## config.mk

```make
export PLATFORM = sky130hd
export DESIGN_NAME = uart_receiver
export DESIGN_NICKNAME = d
export VERILOG_FILES = /design/src/rtl/uart_receiver.sv
export SDC_FILE = /design/constraint.sdc
export NUM_CORES = 1
export LEC_CHECK = 0
export BUFFER_PORTS_ARGS = -buffer_cell sky130_fd_sc_hd__clkbuf_2
export CAP_MARGIN = 20
export CORE_AREA = 2 2 75 70
export DETAILED_ROUTE_END_ITERATION = 16
export DIE_AREA = 0 0 77 72
export HOLD_SLACK_MARGIN = 0.12
export SETUP_SLACK_MARGIN = 0.02
export SYNTH_ARGS = -nofsm -noshare
export SYNTH_HDL_FRONTEND = slang
export SYNTH_SLANG_ARGS = --single-unit
```

## constraint.sdc

```tcl
create_clock -name sysclk -period 4.5 [get_ports sysclk]
set_input_delay 0.225 -clock sysclk [delete_from_list [all_inputs] [get_ports sysclk]]
set_output_delay 0.225 -clock sysclk [all_outputs]
set_load 0.01 [all_outputs]
```

## src/rtl/uart_receiver.sv

```systemverilog
// uart_receiver: 8N1 UART receive stage with 16x oversampling, start/stop
// validation and a self-generated oversample tick derived from sysclk.
module uart_receiver #(
  parameter int unsigned CLK_FREQ   = 100_000_000,
  parameter int unsigned BAUD       = 9600,
  parameter int unsigned OVERSAMPLE = 16
) (
  input  logic       sysclk,
  input  logic       reset,
  input  logic       UART_RX,
  output logic [7:0] RX_DATA,
  output logic       RX_STATUS,
  output logic       frame_error,
  output logic       busy
);

  localparam int unsigned DIV   = CLK_FREQ / (BAUD * OVERSAMPLE);
  localparam int unsigned DIV_W = (DIV > 1) ? $clog2(DIV) : 1;

  typedef enum logic [2:0] {
    IDLE,
    START,
    DATA,
    STOP,
    RECOVER
  } state_t;

  state_t             state;
  logic [DIV_W-1:0]   div_cnt;
  logic               tick_c;
  logic               rx_m;
  logic               rx_s;
  logic [3:0]         samp_cnt;
  logic [2:0]         bit_cnt;
  logic [7:0]         shift_reg;

  assign tick_c = (div_cnt == DIV_W'(DIV - 1));

  // Free-running oversample divider, one tick every DIV cycles
  always_ff @(posedge sysclk) begin
    if (!reset) begin
      div_cnt <= '0;
    end else if (tick_c) begin
      div_cnt <= '0;
    end else begin
      div_cnt <= div_cnt + DIV_W'(1);
    end
  end

  // Two-flop synchronizer on the asynchronous line, idle-high reset value
  always_ff @(posedge sysclk) begin
    if (!reset) begin
      rx_m <= 1'b1;
      rx_s <= 1'b1;
    end else begin
      rx_m <= UART_RX;
      rx_s <= rx_m;
    end
  end

  // Receive FSM; counters, shift register and all outputs are registered here
  always_ff @(posedge sysclk) begin
    if (!reset) begin
      state       <= IDLE;
      samp_cnt    <= '0;
      bit_cnt     <= '0;
      shift_reg   <= '0;
      RX_DATA     <= '0;
      RX_STATUS   <= 1'b0;
      frame_error <= 1'b0;
      busy        <= 1'b0;
    end else begin
      RX_STATUS   <= 1'b0;
      frame_error <= 1'b0;
      if (tick_c) begin
        case (state)
          IDLE: begin
            if (!rx_s) begin
              samp_cnt <= '0;
              state    <= START;
              busy     <= 1'b1;
            end
          end
          START: begin
            // Mid start bit: confirm it is still low, otherwise treat as glitch
            if (samp_cnt == 4'd7) begin
              if (!rx_s) begin
                samp_cnt <= '0;
                bit_cnt  <= '0;
                state    <= DATA;
              end else begin
                state <= IDLE;
                busy  <= 1'b0;
              end
            end else begin
              samp_cnt <= samp_cnt + 4'd1;
            end
          end
          DATA: begin
            samp_cnt <= samp_cnt + 4'd1;
            if (samp_cnt == 4'd15) begin
              shift_reg <= {rx_s, shift_reg[7:1]};
              bit_cnt   <= bit_cnt + 3'd1;
              if (bit_cnt == 3'd7) begin
                state <= STOP;
              end
            end
          end
          STOP: begin
            samp_cnt <= samp_cnt + 4'd1;
            if (samp_cnt == 4'd15) begin
              if (rx_s) begin
                RX_DATA   <= shift_reg;
                RX_STATUS <= 1'b1;
                state     <= IDLE;
                busy      <= 1'b0;
              end else begin
                frame_error <= 1'b1;
                state       <= RECOVER;
              end
            end
          end
          RECOVER: begin
            // Hold off until the line returns high so a break cannot retrigger
            if (rx_s) begin
              state <= IDLE;
              busy  <= 1'b0;
            end
          end
          default: begin
            state <= IDLE;
            busy  <= 1'b0;
          end
        endcase
      end
    end
  end

endmodule

```

# Word level (Yosys, flattened, before mapping)
# Cells that the tools add are included.
[totals] word_cells=66 out_inout_bits=11 reg_bits=41
[classes] muxes=23 n_reduce_logical=12 bitwise_logic=2 eq_ne=15 n_addsub=3
[op_table] cell="3-bit 2-to-1 mux" count=10
[op_table] cell="3-bit one-hot mux with 5 select lines" count=1
[op_table] cell="2-bit != test, second input constant" count=7
[op_table] cell="4-bit one-hot mux with 3 select lines" count=1
[op_table] cell="10-bit by 1-bit adder with 10-bit output, second input constant" count=1
[op_table] cell="10-bit == test, second input constant" count=1
[op_table] cell="5-bit AND reduction" count=2
[op_table] cell="4-bit 2-to-1 mux" count=2
[op_table] cell="4-bit AND reduction" count=2
[op_table] cell="7-bit AND reduction" count=1
[op_table] cell="3-bit by 2-bit == test with 1-bit output, second input constant" count=2
[op_table] cell="3-bit == test, second input constant" count=2
[op_table] cell="1-bit 2-to-1 mux" count=6
[op_table] cell="3-bit one-hot mux with 2 select lines" count=1
[op_table] cell="1-bit one-hot mux with 5 select lines" count=1
[op_table] cell="4-bit by 1-bit adder with 4-bit output, second input constant" count=1
[op_table] cell="4-bit by 3-bit == test with 1-bit output, second input constant" count=1
[op_table] cell="4-bit == test, second input constant" count=1
[op_table] cell="2-bit OR reduction" count=2
[op_table] cell="3-bit by 1-bit adder with 3-bit output, second input constant" count=1
[op_table] cell="3-bit by 1-bit == test with 1-bit output, second input constant" count=1
[op_table] cell="3-bit logical NOT" count=1
[op_table] cell="3-bit AND reduction" count=1
[op_table] cell="3-bit nonzero test" count=1
[op_table] cell="other kinds (4)" count=5

# Longest topological paths before layout
# Gate-level depths: netlist of the first run.
[logic_depth] depth_word=4 mapped_depth=7 ltp_nobuf=6

# Worst setup path after synthesis of the first run
# No wires, ideal clock.
[synth_timing] path_type="register to register" startpoint="register bit_cnt[0]" endpoint="register state[1]" path_stages_with_launch=7 required_ns=4.384 path_slack_ns=2.687 synth_period_minus_slack_ns=1.813 t_arrival_ns=1.697 path_buffers=0 setup_time_ns=0.116 cell_sequence="dfxtp_1 > ha_1 > ha_1 > or4b_2 > o221ai_1 > nor3_1 > a41o_1"
[synth_via] elab_chain_cells=3
[synth_rtl] element="start: declaration" line="34" text="logic [2:0] bit_cnt;"
[synth_rtl] element="start signal: assignment" line="103" text="bit_cnt <= bit_cnt + 3'd1;"
[synth_rtl] element="3-bit == test" line="104" text="if (bit_cnt == 3'd7) begin"
[synth_rtl] element="2-bit != test (no line)"
[synth_rtl] element="7-bit AND reduction (no line)"
[synth_rtl] element="end signal: assignment" line="105" text="state <= STOP;"
[synth_rtl] element="end signal: assignment" line="115" text="state <= IDLE;"
[synth_rtl] element="end signal: assignment" line="119" text="state <= RECOVER;"
[synth_rtl] element="end: declaration" line="28" text="state_t state;"
# No other way between the ends.
# A chain may end at the register's enable or synchronous reset.

# Worst setup path after layout of the first run
[layout_timing] startpoint="register div_cnt[6]" endpoint="register samp_cnt[3]"
[layout_via] elab_chain_cells=2
[layout_rtl] element="start: declaration" line="29" text="logic [DIV_W-1:0] div_cnt;"
[layout_rtl] element="start signal: assignment" line="46" text="div_cnt <= div_cnt + DIV_W'(1);"
[layout_rtl] element="10-bit == test" line="37" text="assign tick_c = (div_cnt == DIV_W'(DIV - 1));"
[layout_rtl] element="2-bit AND reduction (no line)"
[layout_rtl] element="end signal: assignment" line="96" text="samp_cnt <= samp_cnt + 4'd1;"
[layout_rtl] element="end signal: assignment" line="100" text="samp_cnt <= samp_cnt + 4'd1;"
[layout_rtl] element="end signal: assignment" line="110" text="samp_cnt <= samp_cnt + 4'd1;"
[layout_rtl] element="end: declaration" line="33" text="logic [3:0] samp_cnt;"
# No other way between the ends.

==> results.py, run 1 <==
metrics = {
    "run": {
        "maxCapViolations": 0,
    },
    "critical_path": {
        "critPathKind": "flop to flop",
        "path_max_fanout": 11,
        "cp.required_ns": 4.70,
        "reg2reg_slack_ns": 2.37,
        "cp_slowest_cell": "or3_1",
        "crit_chain": "nor4b_2 -> nand4_1 -> or3_1 -> o32ai_1",
        "end_kind": "flop",
        "cp.arrival_ns": 2.33,
        "critical-path-max-stage-delay_ns": 0.58,
        "start_kind": "flop",
    },
    "clock_tree": {
        "cts_root_buffer": "clkbuf_8",
        "htree_levels": 2,
        "clockBufferDepth": 2,
        "worstSkewPairLatency_ns": 0.29,
        "cts_buffers": 5,
        "cts_tree": "done",
        "cts_sinks": 41,
        "clkTransAtPathRegs_ns": 0.08,
    },
    "yosys": {
        "synthMuxAreaShare": 0.0969,
        "synth_fa_ha_area_frac": 0.0336,
        "ys_warn_count": 0,
        "netlist_area_sq_um": 1860,
        "yosysTopAreaCell": "dfxtp_1",
        "synth_xor_area_frac": 0.0518,
        "synthSimpleGateAreaFrac": 0.244,
        "syn-num-nets": 210,
        "synth_seq_cells": 41,
        "async_flop_share": 0,
        "synth_compound_area_frac": 0.0942,
        "ys_seq_area_frac": 0.441,
        "synth_top_family_by_area": "simple AND/OR/NAND/NOR gates",
        "synthDistinctLibCells": 44,
        "synth_flop_cell": "dfxtp_1",
        "syn_avg_cell_area_sq_um": 9.20,
        "syn_inst": 202,
        "synth_area_leaders": "dfxtp_1, mux2i_1, nand2_1, ha_1, xnor2_1",
        "synth_top_cell_area_share": 0.441,
        "synth_edf_count": 0,
    },
    "timing": {
        "fin_skew_ns": 0.00736,
        "timing_hold_violations_final": 0,
        "fin_crit_ns": 2.13,
        "fmaxAchievable_mhz": 469,
        "setup_violations": 0,
        "rsz0062_at_grt": "false",
        "period_share": 0.473,
        "finalSetupTns_ns": 0,
        "max_slew_margin": 0.517,
        "slew_viol_final": 0,
        "worst_slew_pin_slew_ns": 0.724,
    },
    "final_layout": {
        "fillers": 470,
        "largest_reg_flops": 10,
        "diodes": 0,
        "drive_above_1_share": 0.131,
        "mostFrequentLayoutCell": "dfxtp_1",
        "area.sequential_sq_um": 821,
        "final_cell_mix": "dfxtp_1, nand2_1, mux2i_1",
        "nets": 222,
        "post-route-util": 0.436,
        "multiInputGateArea_sq_um": 975,
        "area_growth_pct": 11.2,
    },
    "detailed_routing": {
        "vias_per_cell": 4.95,
        "vias": 1381,
        "drt_iter0_drc": 100,
        "ant_nets": 0,
        "route.final.wire_length_um": 3190,
        "wl_per_cell_um": 11.4,
        "drc": 0,
        "firstDrtPassIters": 4,
    },
    "outcome": {
        "status": "completed",
    },
    "floorplanning": {
        "io-pin-count": 14,
        "die_y_um": 72,
        "core_sq_um": 4740,
        "die_x_um": 77,
        "initial_core_util": 0.392,
        "fp.dieArea_sq_um": 5540,
        "row_count": 24,
    },
    "worst_hold_path": {
        "min_path_type": "flop to flop",
    },
    "placed_design": {
        "dpl.hpwl_um": 2240,
        "gp_congestion": 0.761,
        "placement.io_buffers": 13,
    },
    "power": {
        "leakagePower_nw": 0.754,
        "p_per_area_nw_per_um2": 303,
        "ir_drop_mv": 0.181,
    },
    "global_routing": {
        "grt_pass1_wl_um": 5720,
        "antenna_found_initial": 0,
        "track_usage": 0.128,
        "grt_max_degree": 42,
        "first_global_vias": 1259,
        "overflow": 0,
    },
}
[through the flow]
stage / setup WS [ns] / hold slack [ns] / std cells / power, mW / area (sq um)
after floorplan: 2.69 / 0.326 / 202 / 0.389 / 1860
after global placement: 2.45 / 0.398 / 271 / 0.393 / 1970
after detailed placement: 2.36 / 0.398 / 271 / 0.393 / 1970
after CTS: 2.34 / 0.415 / 279 / 0.635 / 2070
after global routing: 2.17 / 0.433 / 279 / 0.651 / 2070
final: 2.37 / 0.409 / 279 / 0.626 / 2070
[metal layers]
| metal | wire length (um) | track usage | share of wire | vias up |
|---|---|---|---|---|
| met5 | 0 | 0 | 0 | - |
| met4 | 47 | 0.0417 | 0.015 | 0 |
| met3 | 90 | 0.0410 | 0.028 | 5 |
| met2 | 1420 | 0.195 | 0.44 | 13 |
| met1 | 1630 | 0.174 | 0.51 | 630 |
| li1 | - | - | - | 733 |
[final timing paths]
kind,from,end,cells after the start
worst max-delay path,div_cnt[6],samp_cnt[3],4
worst min-delay path,rx_m,rx_s,1
worst max register to register,div_cnt[6],samp_cnt[3],4
worst min register to register,rx_m,rx_s,1
[worst max-delay path, delay by kind of cell, from the launching register on]
family             cells  cell delay [ns]
and+or+nand+nor        3             1.40
DFF                    1             0.36
AOI/OAI and AO/OA      1             0.27
[cells in the mapped netlist, drive strengths merged, types with 4 or more instances]
cell	count
nor3	5
inv	5
nand2	40
xnor2	7
buf	5
clkbuf	5
dfxtp	41
nor2	15
mux2i	18
ha	5
o22ai	4
nand3	4
nand2b	5
xor2	4
[where the power goes]
group | leakage (nW) | total [mW] | switching (mW) | internal, mW
combinational | 0.380 | 0.0155 | 0.0102 | 0.00530
sequential | 0.331 | 0.369 | 0.00362 | 0.366
clock | 0.0433 | 0.242 | 0.120 | 0.121
total | 0.754 | 0.626 | 0.134 | 0.492
[logic make-up (layout without fill, tap and decap cells)]
logic type	Yosys count	count (layout)
XOR/XNOR	11	11
adder cells (fa/ha/maj)	5	5
AO/OA/AOI/OAI	22	22
buffers and inverters	15	27
flip-flops	41	41
multiplexers	18	18
AND/OR/NAND/NOR	90	90
[repair_timing]
action	4_1_cts	5_1_grt
setup buffers	0	0
hold buffers	1	0
hold endpoints to repair	1	0
resized for setup	0	0
[cell type report]
class | instances | area share
inverter | 5 | 0.00907
sequential | 41 | 0.397
clock buffer | 6 | 0.0399
tap | 65 | 0.0393
multi-input combinational | 146 | 0.471
timing repair buffer | 15 | 0.0399
clock inverter | 1 | 0.00363
Note: power is estimated with default switching activity, not from simulation.
==> inputs of run 2 (changes only) <==
Settings changed: ABC_AREA from default to 1, CORE_AREA 2 2 75 70 to 2 2 78 72, DIE_AREA 0 0 77 72 to 0 0 80 74.
Clock period 4.5 ns to 2.1 ns, I/O delays scaled along.
==> run 2 against run 1 <==
Against the previous run: area after synthesis grew 7.1%; count of clock-buffer cells in the layout shrank 1; sequential power grew 110%; largest power group unchanged.
==> results.py, run 2 <==
metrics = {
    "outcome": {
        "status": "completed",
    },
    "timing": {
        "fin_skew_ns": 0.00936,
        "finalSetupTns_ns": 0,
        "period_share": 0.750,
        "worst_slew_pin_slew_ns": 0.462,
        "timing_hold_violations_final": 0,
        "rsz0062_at_grt": "false",
        "max_slew_margin": 0.691,
        "setup_violations": 0,
        "fin_crit_ns": 1.58,
        "fmaxAchievable_mhz": 635,
        "slew_viol_final": 0,
    },
    "yosys": {
        "synthDistinctLibCells": 28,
        "netlist_top_cells_count": "nor2_1, nand2_1, dfxtp_1, inv_1, nand3_1",
        "synth_top_cell_area_share": 0.412,
        "synth_compound_area_frac": 0.0861,
        "synth_fa_ha_area_frac": 0.0314,
        "netlist_area_sq_um": 1990,
        "syn_avg_cell_area_sq_um": 7.19,
        "synth_seq_cells": 41,
        "synth_top_family_by_area": "simple AND/OR/NAND/NOR gates",
        "yosysMostFrequentCell": "nor2_1",
        "async_flop_share": 0,
        "ys_warn_count": 0,
        "syn-num-nets": 285,
        "yosysTopAreaCell": "dfxtp_1",
        "syn_inst": 277,
        "synth_flop_cell": "dfxtp_1",
        "synth_edf_count": 0,
        "ys_seq_area_frac": 0.412,
        "synthSimpleGateAreaFrac": 0.391,
        "synth_xor_area_frac": 0.00440,
        "synth_area_leaders": "dfxtp_1, nor2_1, nand2_1, nand3_1, o21ai_0",
        "synthMuxAreaShare": 0,
    },
    "global_routing": {
        "grt_max_degree": 22,
        "overflow": 0,
        "track_usage": 0.146,
        "grt_pass1_wl_um": 6760,
        "first_global_vias": 1503,
        "antenna_found_initial": 0,
    },
    "clock_tree": {
        "worstSkewPairLatency_ns": 0.30,
        "post_cts.repair.setup_buffers": 0,
        "clkTransAtPathRegs_ns": 0.09,
        "cts_buffers": 5,
        "htree_levels": 2,
        "cts-resized-gates": 0,
        "clockBufferDepth": 2,
        "cts_tree": "done",
        "cts_root_buffer": "clkbuf_8",
        "postCtsHoldBufs": 1,
        "cts_sinks": 41,
    },
    "critical_path": {
        "cp.required_ns": 2.30,
        "path_max_fanout": 9,
        "cp.arrival_ns": 1.78,
        "end_kind": "flop",
        "critPathKind": "flop to flop",
        "start_kind": "flop",
    },
    "final_layout": {
        "area_growth_pct": 12.5,
        "final_cell_mix": "nor2_1, nand2_1, dfxtp_1",
        "nets": 301,
        "largest_reg_flops": 10,
        "drive_above_1_share": 0.180,
        "design_area_sq_um": 2240,
        "mostFrequentLayoutCell": "nor2_1",
        "diodes": 0,
    },
    "floorplanning": {
        "core_sq_um": 5130,
        "io-pin-count": 14,
        "fp.dieArea_sq_um": 5920,
        "die_x_um": 80,
        "initial_core_util": 0.388,
        "die_y_um": 74,
        "row_count": 25,
    },
    "detailed_routing": {
        "vias": 1665,
        "met1Wirelength_um": 1990,
        "met3_wirelength_um": 121,
        "met2RoutedLength_um": 1650,
        "drt_iter0_drc": 49,
        "vias_per_cell": 4.61,
        "route.final.wire_length_um": 3820,
        "ant_nets": 0,
        "firstDrtPassIters": 7,
        "drc": 0,
        "highest_layer": "met4",
        "wl_per_cell_um": 10.6,
    },
    "power": {
        "power.switching_uw": 328,
        "p_comb_frac": 0.024,
        "swShare": 0.222,
        "ir_drop_mv": 0.354,
        "intPower_mw": 1.15,
        "p_per_area_nw_per_um2": 661,
        "seqPwrFrac": 0.534,
        "clkPwrFrac": 0.443,
        "leakagePower_nw": 0.959,
    },
    "run": {
        "maxCapViolations": 0,
    },
    "placed_design": {
        "placement.io_buffers": 13,
        "dpl_cell_area_sq_um": 2120,
        "dpl.hpwl_um": 2750,
        "gp_congestion": 0.799,
    },
    "worst_hold_path": {
        "min_path_type": "input port to flop",
    },
}
## run 2: final cells by class
cell class,count,area (sq um)
multi-input cells,199,1020
well taps,67,83.8
clock buffers,5,68.8
repair buffers,15,82.6
clock inverters,3,46.3
inverters,31,118
fillers,546,2890
flip-flops and latches,41,821
## run 2: power groups by stage
stage / combinational, mW / clock [mW] / sequential (mW)
finish: 0.0354 / 0.655 / 0.790
detailed placement: 0.0347 / 0 / 0.809
global route: 0.0411 / 0.703 / 0.791
global placement: 0.0346 / 0 / 0.809
CTS: 0.0361 / 0.677 / 0.790
floorplan: 0.0250 / 0 / 0.807
## run 2: through the flow
stage | std cells | util | worst slack [ns] | total power [mW] | hold WS (ns)
after CTS | 361 | 0.437 | 0.497 | 1.50 | 0.234
final | 361 | 0.437 | 0.525 | 1.48 | 0.238
after global routing | 361 | 0.437 | 0.358 | 1.54 | 0.255
after global placement | 352 | 0.412 | 0.557 | 0.843 | 0.294
after floorplan | 277 | - | 0.711 | 0.832 | 0.212
after detailed placement | 352 | 0.412 | 0.506 | 0.843 | 0.294
## run 2: final timing paths
| path | from | end | slack, ns | depth (start not counted) |
|---|---|---|---|---|
| worst max register to register | div_cnt[0] | RX_DATA[0] | 0.52 | 9 |
| worst min register to register | rx_m | rx_s | 0.42 | 1 |
| worst max-delay path | div_cnt[0] | RX_DATA[0] | 0.52 | 9 |
| worst min-delay path | reset | bit_cnt[0] | 0.24 | 4 |
## run 2: worst max-delay path, cell delays in order (launching register included)
cell and delay [ns]:
dfxtp_1 0.35, inv_1 0.07, ha_1 0.13, nand2_1 0.08, nor2_4 0.11, nand3_4 0.19, nor2_4 0.25, inv_2 0.11
nor2_1 0.12, nor2_1 0.06
## run 2: cells by family after synthesis
group           count (synthesis)
simple gates                  160
buf+inv                        37
flops                          41
compound gates                 33
xor+xnor                        1
fa+ha+maj                       5
## run 2: layer usage
metal / track usage / vias up
li1: - / 918
met1: 0.187 / 719
met2: 0.240 / 21
met3: 0.0364 / 7
met4: 0.0565 / 0
met5: 0 / -
